File: src/rtl/imm_extend_unit.sv
// rtl/imm_extend_unit.sv - registered multi-mode immediate extender with result FIFO
//
// Extends the raw instruction immediate field according to in_mode and queues
// the result in a DEPTH-entry FIFO with valid/ready handshakes on both sides.
//
// Ports:
//   clk, reset            rising-edge clock, synchronous active-high reset
//   in_valid/in_ready     input handshake; in_ready depends on FIFO state only
//   in_imm[29:0]          raw field instr[29:0], LSB-aligned
//   in_mode[1:0]          0=SIMM13 1=DISP22 2=DISP30 3=IMM22
//   in_zext               (IMMX_ZEXT_EN only) zero-fill instead of sign-fill
//   out_valid/out_ready   output handshake
//   out_data[OUT_W-1:0]   extended operand at FIFO head (0 when empty)
//   out_mode[1:0]         mode tag at FIFO head (0 when empty)
//   occupancy             number of entries held
//
// Configuration macro: IMMX_ZEXT_EN

module imm_extend_unit #(
    parameter int OUT_W = 32,
    parameter int DEPTH = 2
) (
    input  logic                       clk,
    input  logic                       reset,
    input  logic                       in_valid,
    output logic                       in_ready,
    input  logic [29:0]                in_imm,
    input  logic [1:0]                 in_mode,
`ifdef IMMX_ZEXT_EN
    input  logic                       in_zext,
`endif
    output logic                       out_valid,
    input  logic                       out_ready,
    output logic [OUT_W-1:0]           out_data,
    output logic [1:0]                 out_mode,
    output logic [$clog2(DEPTH):0]     occupancy
);

    localparam int AW = $clog2(DEPTH);

    logic [OUT_W-1:0] mem_data [DEPTH];
    logic [1:0]       mem_mode [DEPTH];
    logic [AW-1:0]    wr_ptr;
    logic [AW-1:0]    rd_ptr;
    logic [AW:0]      count;

    logic             zext;
    logic             push;
    logic             pop;
    logic [OUT_W-1:0] ext;

`ifdef IMMX_ZEXT_EN
    assign zext = in_zext;
`else
    assign zext = 1'b0;
`endif

    // The extension is resolved at push time, so each entry already carries
    // its own fill choice and the output side is a plain register read.
    always_comb begin
        ext = '0;
        case (in_mode)
            2'd0:    ext = {{(OUT_W-13){in_imm[12] & ~zext}}, in_imm[12:0]};
            2'd1:    ext = {{(OUT_W-22){in_imm[21] & ~zext}}, in_imm[21:0]} << 2;
            2'd2:    ext = {{(OUT_W-30){in_imm[29] & ~zext}}, in_imm[29:0]} << 2;
            default: ext = {{(OUT_W-22){1'b0}}, in_imm[21:0]} << 10;
        endcase
    end

    assign in_ready  = (count != (AW+1)'(DEPTH));
    assign out_valid = (count != '0);
    assign push      = in_valid & in_ready;
    assign pop       = out_valid & out_ready;

    assign out_data  = out_valid ? mem_data[rd_ptr] : '0;
    assign out_mode  = out_valid ? mem_mode[rd_ptr] : 2'd0;
    assign occupancy = count;

    always_ff @(posedge clk) begin
        if (reset) begin
            wr_ptr <= '0;
            rd_ptr <= '0;
            count  <= '0;
        end else begin
            // DEPTH is a power of two, so natural pointer overflow is the wrap.
            if (push) begin
                wr_ptr <= wr_ptr + 1'b1;
            end
            if (pop) begin
                rd_ptr <= rd_ptr + 1'b1;
            end
            case ({push, pop})
                2'b10:   count <= count + 1'b1;
                2'b01:   count <= count - 1'b1;
                default: count <= count;
            endcase
        end
    end

    // Storage needs no reset: count gates every read.
    always_ff @(posedge clk) begin
        if (push) begin
            mem_data[wr_ptr] <= ext;
            mem_mode[wr_ptr] <= in_mode;
        end
    end

endmodule

File: config.mk
export PLATFORM = sky130hd
export DESIGN_NAME = imm_extend_unit
export DESIGN_NICKNAME = d
export VERILOG_FILES = /design/src/rtl/imm_extend_unit.sv
export SDC_FILE = /design/constraint.sdc
export NUM_CORES = 1
export LEC_CHECK = 0
export CORE_ASPECT_RATIO = 2
export CORE_MARGIN = 2
export CORE_UTILIZATION = 40
export DETAILED_ROUTE_END_ITERATION = 10
export PLACE_DENSITY = 0.64
export RECOVER_POWER = 25
export SKIP_CTS_REPAIR_TIMING = 1
export SLEW_MARGIN = 20
export SYNTH_ARGS = -nofsm -noshare
export SYNTH_HDL_FRONTEND = slang
export SYNTH_SLANG_ARGS = --single-unit
File: constraint.sdc
create_clock -name clk -period 2.2 [get_ports clk]
set_input_delay 0.33 -clock clk [delete_from_list [all_inputs] [get_ports clk]]
set_output_delay 0.33 -clock clk [all_outputs]
set_load 0.005 [all_outputs]
After elaboration in Yosys (flattened, before gate mapping)
Memory sizes are Yosys's and may differ from the RTL's. A register that Yosys moved wholly into a read port is not among the register bits.
Cells that the tools add are included.

storage, ports and cells
  flip-flop bits (word level) = 4
  memory bits (writable) = 68
  input port bits = 36
  output and inout bits = 38
  logic and storage cells = 29
  memories = 2

operators by class
  add/subtract/negate cells = 4
  equal/unequal tests = 5
  multiplexer cells = 10
  bitwise operators = 2
  reductions and logical operators = 3

memories
  name      words  width  read ports  clocked after Yosys merged registers in  write ports  line  text
  mem_data  2      32     1           1                                        1            41    logic [OUT_W-1:0] mem_data [DEPTH];
  mem_mode  2      2      1           1                                        1            42    logic [1:0] mem_mode [DEPTH];

operator list
  kind                                                                    count
  32-bit case mux with 3 select lines                                     1
  32-bit 2-to-1 mux                                                       1
  1-bit 2-to-1 mux                                                        6
  2-bit by 1-bit equality test with 1-bit output (second input constant)  2
  2-bit equality test (second input constant)                             2
  2-bit case mux with 2 select lines                                      1
  2-bit nonzero test                                                      2
  1-bit adder (second input constant)                                     2
  2-bit by 1-bit adder with 2-bit output (second input constant)          1
  1-bit AND                                                               2
  2-bit zero test                                                         1
  2-bit 2-to-1 mux                                                        1
  2-bit inequality test (second input constant)                           1
  2-bit by 1-bit subtractor with 2-bit output (second input constant)     1

Longest topological paths before layout
Gate-level depths: netlist of the first run.

  depth after elaboration = 4
  gate-level depth with buffers = 6
  gate-level depth less buffers = 6

Worst setup path after synthesis of the first run
Ideal clock, no wire load.

  kind = reg2reg
  start = register count[0], in the netlist occupancy[0]
  end = memory mem_data[1][0], enable pin
  data arrival time = 1530 ps
  required time = 1806 ps
  slack = 276 ps
  stages on the path, launching flop included = 3
  path buffers = 0
  period minus slack after synthesis = 1924 ps
  path through = dfxtp_1 -> nand2b_1 -> and3_1

between the ends
  cells in the longest elaborated chain, start to end = 4

ends and longest elaborated chain
  item                                    line  text
  start, declared                         45    logic [AW:0] count;
  start signal, assigned                  93    2'b10: count <= count + 1'b1;
  start signal, assigned                  94    2'b01: count <= count - 1'b1;
  start signal, assigned                  95    default: count <= count;
  2-bit inequality test                   70    assign in_ready = (count != (AW+1)'(DEPTH));
  net in_ready                            26    output logic in_ready,
  1-bit AND                               72    assign push = in_valid & in_ready;
  1-bit 2-to-1 mux                        102   if (push) begin
  1-bit 2-to-1 mux (not written as such)  103   mem_data[wr_ptr] <= ext;
  end, declared                           41

The timed path passes the listed nets, and every way through them passes these cells.

Worst setup path after layout of the first run
  start = register count[0], in the netlist occupancy[0]
  end = output out_data[21]

between the ends
  cells in the longest elaborated chain, start to end = 2

ends and longest elaborated chain
  item                line  text
  2-bit nonzero test  71    assign out_valid = (count != '0);
  32-bit 2-to-1 mux   75    assign out_data = out_valid ? mem_data[rd_ptr] : '0;
  end, declared       34    output logic [OUT_W-1:0] out_data,

No other way between the ends.

==> metrics.md, run 1 <==
| Metric | Value |
|---|---|
| Arr. time, crit path | 1.82 ns |
| Total Die Area | 9620 um2 |
| Core ar. | 8590 um2 |
| Max Clock Freq | 464 MHz |
| Tmin final | 2.15 ns |
| Asr flop ratio synth | 0 |
| Port bufs | 73 |
| Gr ovfl total | 0 |
| Detail Placement HPWL | 5410 um |
| Crit end category | output port |
| Die Y | 137 um |
| GRT Total Usage | 0.170 |
| R2r worst-path depth | 6 |
| Synth Flop Type | edfxtp_1 |
| Avg Inst Size Synth | 12.3 um2 |
| Worst EP required | 1.87 ns |
| Max Cap Viol | 0 |
| Post-synth top cells | edfxtp_1 (68), mux2i_1 (46), nor2_1 (38) |
| Die Width | 70.4 um |
| Setup TNS | 0 ns |
| Synth Cell Area | 3520 um2 |
| Rows | 48 |
| Slew headroom | 0.327 |
| Slew Viols, Final | 0 |
| Drt initial violations | 108 |
| Nets | 402 |
| DR vias/cell | 5.24 |
| RR Startpoint | occupancy[0] |
| Area leader, netlist | edfxtp_1 |
| Setup WS post-layout | 0.0462 ns |
| CTS Buf Count | 9 |
| Via count | 2461 |
| Yosys cell types | 30 |
| FILL cells | 799 |
| Clk root buf | clkbuf_16 |
| Initial antenna violation count | 0 |
| FF-to-FF setup slack | 0.35 ns |
| Hold path start | in_mode[0] |
| PwrDens | 1150 nW/um2 |
| Clock Skews | 0.00374 ns |
| Clock Path Buffers | 2 |
| # setup viols final | 0 |
| Leakage power | 1.63 nW |
| Post-synth EDFFs | 68 |
| Area share of the largest cell type after synthesis | 0.580 |
| Sequential area share after synthesis | 0.608 |
| Slew @ Worst Pin | 1.01 ns |
| Pre-CTS setup slack | -0.0251 ns |
| Clock slew at reported path FFs | 0.05 ns |
| Sink Count | 73 |
| Area Overhead vs Synth | 33.6% |
| Status | complete, no violations |
| Detail Route Antenna Nets | 0 |
| Post-route cell area | 4700 um2 |
| Syn Nets | 324 |
| Critical path launch point type | flip-flop |
| TritonCTS clock tree | done |
| DR top layer | met4 |
| Hold EP | mem_data[1][15] |
| Number of remaining DRC errors | 0 |
| TritonRoute pass-1 iters | 4 |
| Met1 WL | 2970 um |
| Global-route wire length before repair | 12200 um |
| Ant. Diodes | 0 |
| Largest net degree at the start of global routing | 58 |
| Synth area leaders | edfxtp_1 (58%), mux2i_1 (13%), nor2_1 (4.0%), a21oi_1 (3.7%), o21ai_0 (3.6%) |
| H-tree depth | 3 |
| Hold Path Class | input pin to flip-flop |
| Power Total | 5.39 mW |
| Cell with the most instances after synthesis | edfxtp_1 |
| Post-synthesis register bit count | 73 |
| Met2 routed WL | 4520 um |
| Peak supply drop | 0.506 mV |
| Gpl congestion | 0.763 |
| Initial core utilization | 0.410 |
| Hold Vio Cnt, Final | 0 |
| Vias in the first global route | 2441 |
| WHS Path Cells | 2 |
| Reg-to-reg critical path endpoint | occupancy[1] |
| Routed wl met3 | 287 um |
| WL final | 8000 um |
| Share of post-route cells with drive strength above 1 | 0.103 |
| Synthesized instance count | 287 |
| Dpl cell area | 4390 um2 |
| Worst-Skew Late Latency | 0.33 ns |
| CP max FO | 9 |
| Setup CP Type | flip-flop to output port |
| YS warnings | 0 |
| # IOs | 74 |
| Hold Worst Slack | 0.508 ns |
| Final period util | 0.979 |
| Avg WL per Cell | 17.0 um |
## area by class of cell
cell class | count | area [um2] | share of cell area
well taps | 100 | 125 | 0.0266
inverters | 4 | 15.0 | 0.00319
multi-input cells | 189 | 1260 | 0.267
flip-flops and latches | 73 | 2150 | 0.456
repair buffers | 88 | 875 | 0.186
clock buffers | 9 | 225 | 0.0479
clock inverters | 7 | 61.3 | 0.0130
## metrics by stage
step / std cells / util
6_report: 470 / 0.548
5_1_grt: 470 / 0.548
4_1_cts: 467 / 0.545
3_5_place_dp: 451 / 0.512
3_3_place_gp: 451 / 0.512
2_1_floorplan: 287 / -
## worst max-delay path, cell delays in order, from the launching register on
cell and delay (ns):
dfxtp_1 0.46, nor2_4 0.08, buf_12 0.15, buf_4 0.13
nor2_1 0.14, clkdlybuf4s50_1 0.52
## registers in the layout, indices dropped and copies added, names as in the netlist, named ones only
signal	count
occupancy	2
rd_ptr	1
wr_ptr	1
mem_mode	4
mem_data	64
## layout by cell type, fill, tap and decap left out, types with 2 or more instances in the layout
cell type        Yosys  routed
xor2_1               3       3
edfxtp_1            68      68
nor2b_1              3       3
clkinv_1             0       2
a211oi_1             4       4
nor2_1              38      37
clkdlybuf4s50_1      0      71
a21boi_0             2       2
nand2_1              5       5
nand3_1              4       4
mux2_2               2       2
o21ai_0             25      25
buf_4                5       9
clkinv_2             0       3
buf_12               0       4
nand2b_1            12      12
inv_1                4       4
clkbuf_1             2       3
dfxtp_1              5       3
clkbuf_16            0       9
a21oi_1             26      26
o211ai_1             7       7
mux2i_1             46      45
nor3b_1              2       2
## worst max-delay path by stage
| stage | start | endpoint | slack [ns] | cells after the start |
|---|---|---|---|---|
| 3_5_place_dp | occupancy[1] | out_data[11] | -0.03 | 4 |
| 6_report | occupancy[0] | out_data[21] | 0.05 | 5 |
| 4_1_cts | occupancy[1] | out_data[11] | -0.39 | 4 |
| 3_3_place_gp | occupancy[1] | out_data[9] | -0.06 | 4 |
| 2_1_floorplan | occupancy[0] | mem_data[1][0] | 0.28 | 2 |
| 5_1_grt | occupancy[0] | out_data[18] | -0.01 | 5 |
## power breakdown
| group | total [mW] | internal (mW) | switching, mW |
|---|---|---|---|
| registers | 1.90 | 1.79 | 0.112 |
| clock network | 1.40 | 0.864 | 0.532 |
| logic | 2.09 | 1.17 | 0.921 |
| total | 5.39 | 3.82 | 1.57 |
## cells by family after synthesis
group | share of synthesized area
buffers and inverters | 0.0401
AND/OR/NAND/NOR | 0.0917
AO/OA/AOI/OAI | 0.103
XOR/XNOR | 0.00995
multiplexers | 0.144
adder cells (fa/ha/maj) | 0.00355
flip-flops | 0.608
## per-layer routing
layer,global-route usage,vias to the layer above
met5,0,-
met4,0.0951,0
met3,0.0221,14
met2,0.313,63
met1,0.185,1173
li1,-,1211
Note: power is estimated with default switching activity, not from simulation.
==> run 2, diff against run 1 <==
- SKIP_LAST_GASP: unset -> 1
==> results of run 2 <==
Same layout as run 1: the final DEF is identical, and so are final timing and power.
==> run 3, diff against run 2 <==
- MAX_ROUTING_LAYER: unset -> met4
==> metrics.md, run 3 (synthesis gave the netlist of run 1 again) <==
| Metric | Value |
|---|---|
| Port bufs | 73 (unchanged) |
| Crit end category | output port |
| Initial core utilization | 0.410 (unchanged) |
| Gr ovfl total | 0 (unchanged) |
| DR vias/cell | 5.23 (-0.20%) |
| Int Pwr | 3.82 mW (about the same) |
| Slew Viols, Final | 0 (unchanged) |
| Slew @ Worst Pin | 1.02 ns (+0.00687 ns) |
| Detail Route Antenna Nets | 0 (unchanged) |
| Max Cap Viol | 0 (unchanged) |
| H-tree depth | 3 (unchanged) |
| Tmin final | 2.15 ns (-0.00662 ns) |
| Gpl congestion | 0.774 (+1.3%) |
| Critical path launch point type | flip-flop |
| Final period util | 0.976 (-0.00301) |
| Avg WL per Cell | 17.0 um (about the same) |
| Psw | 1.56 mW (-0.40%) |
| Global-route wire length before repair | 12200 um (+0.23%) |
| Setup CP Type | flip-flop to output port |
| Clk root buf | clkbuf_16 |
| GRT Total Usage | 0.176 (+0.00521) |
| Initial antenna violation count | 0 (unchanged) |
| Total Die Area | 9620 um2 (unchanged) |
| Nets | 402 (unchanged) |
| WL final | 8000 um (about the same) |
| TritonCTS clock tree | done |
| Hold Path Class | input pin to flip-flop |
| Number of remaining DRC errors | 0 (unchanged) |
| Max FFs per register | 64 (unchanged) |
| Drt initial violations | 129 (+19%) |
| Rows | 48 (unchanged) |
| Share of post-route cells with drive strength above 1 | 0.103 (unchanged) |
| Area Overhead vs Synth | 33.6% (unchanged) |
| Slew headroom | 0.323 (-0.00458) |
| Core ar. | 8590 um2 (unchanged) |
| Most common cell after layout, fill and taps aside | clkdlybuf4s50_1 |
| Gate power share | 0.387 (about the same) |
| Peak supply drop | 0.508 mV (+0.28%) |
| Placed cells | 451 (unchanged) |
| Clock slew at reported path FFs | 0.05 ns (about the same) |
| WHS Path Cells | 2 (unchanged) |
| Clock Skews | 0.00425 ns (+0.000510 ns) |
| Max Clock Freq | 466 MHz (+0.31%) |
| Die Width | 70.4 um (unchanged) |
| R2r worst-path depth | 6 (unchanged) |
| FF-to-FF setup slack | 0.37 ns (+0.02 ns) |
| # IOs | 74 (unchanged) |
| Dpl cell area | 4390 um2 (unchanged) |
| Largest net degree at the start of global routing | 58 (unchanged) |
| Die Y | 137 um (unchanged) |
| Detail Placement HPWL | 5410 um (unchanged) |
| CTS Buf Count | 9 (unchanged) |
| CP max FO | 9 (unchanged) |
| PwrDens | 1140 nW/um2 (-0.11%) |
| # setup viols final | 0 (unchanged) |
| TritonRoute pass-1 iters | 4 (unchanged) |
| Clock network fraction of design power | 0.259 (about the same) |
| Sink Count | 73 (unchanged) |
| Most frequent cells in the layout | clkdlybuf4s50_1 (71), edfxtp_1 (68), mux2i_1 (45), nor2_1 (37), a21oi_1 (26) |
| Vias in the first global route | 2438 (-0.12%) |
| Clock Path Buffers | 2 (unchanged) |
| Switch share | 0.290 (-0.000838) |
| Via count | 2456 (-0.20%) |
| Post-route cell area | 4700 um2 (unchanged) |
| Hold Vio Cnt, Final | 0 (unchanged) |
| Final cell count without fillers | 470 (unchanged) |
| Worst EP required | 1.87 ns (about the same) |
| Worst-Skew Late Latency | 0.33 ns (about the same) |
| Leakage power | 1.63 nW (unchanged) |
| Sequential Power Share | 0.354 (about the same) |
| Most flop-heavy register | mem_data |
| Status | complete, no violations |
| Arr. time, crit path | 1.82 ns (about the same) |
| Ant. Diodes | 0 (unchanged) |
==> run 3: cell counts in the layout (fill, tap and decap cells not counted) <==
No cell type changed its count.
==> run 3: area by class of cell <==
cell class              count  area [um2]
clock inverters             7        61.3
fillers                   799        3880
repair buffers             88         875
well taps                 100         125
multi-input cells         189        1260
flip-flops and latches     73        2150
inverters                   4        15.0
clock buffers               9         225
==> run 3: power groups by stage <==
| stage | clock network [mW] | logic, mW | registers [mW] |
|---|---|---|---|
| 6_report | 1.39 | 2.08 | 1.90 |
| 3_5_place_dp | 0 | 2.01 | 1.90 |
| 4_1_cts | 1.42 | 2.02 | 1.88 |
| 2_1_floorplan | 0 | 0.955 | 1.87 |
| 5_1_grt | 1.48 | 2.27 | 1.93 |
| 3_3_place_gp | 0 | 1.99 | 1.89 |
==> run 3: critical path, cell delays in order, from the launching register on <==
cell and delay, ns:
dfxtp_1 0.46, nor2_4 0.08, buf_12 0.15, buf_4 0.13, nor2_1 0.14, clkdlybuf4s50_1 0.52
==> run 3: path summary, 6_finish.rpt <==
| kind | startpoint | to |
|---|---|---|
| max | occupancy[0] | out_data[21] |
| min reg2reg | rd_ptr | rd_ptr |
| min | in_mode[0] | mem_data[1][15] |
| max reg2reg | occupancy[0] | occupancy[1] |
==> run 3: per-stage QoR <==
stage | power [mW] | hold WS [ns] | worst slack (ns) | util | setup TNS, ns
floorplan | 2.83 | 0.399 | 0.276 | - | 0
global placement | 3.89 | 0.490 | -0.0551 | 0.512 | -0.628
detailed placement | 3.91 | 0.495 | -0.0251 | 0.512 | -0.168
CTS | 5.32 | 0.454 | -0.391 | 0.545 | -9.39
global route | 5.68 | 0.544 | -0.0117 | 0.548 | -0.0156
finish | 5.38 | 0.509 | 0.0528 | 0.548 | 0
==> run 3: routing by layer <==
layer  wire (um)  vias up  GRT usage
met5           0        -          -
met4         187        0     0.0951
met3         269       14     0.0206
met2        4550       60      0.312
met1        2990     1171      0.188
li1            -     1211          -
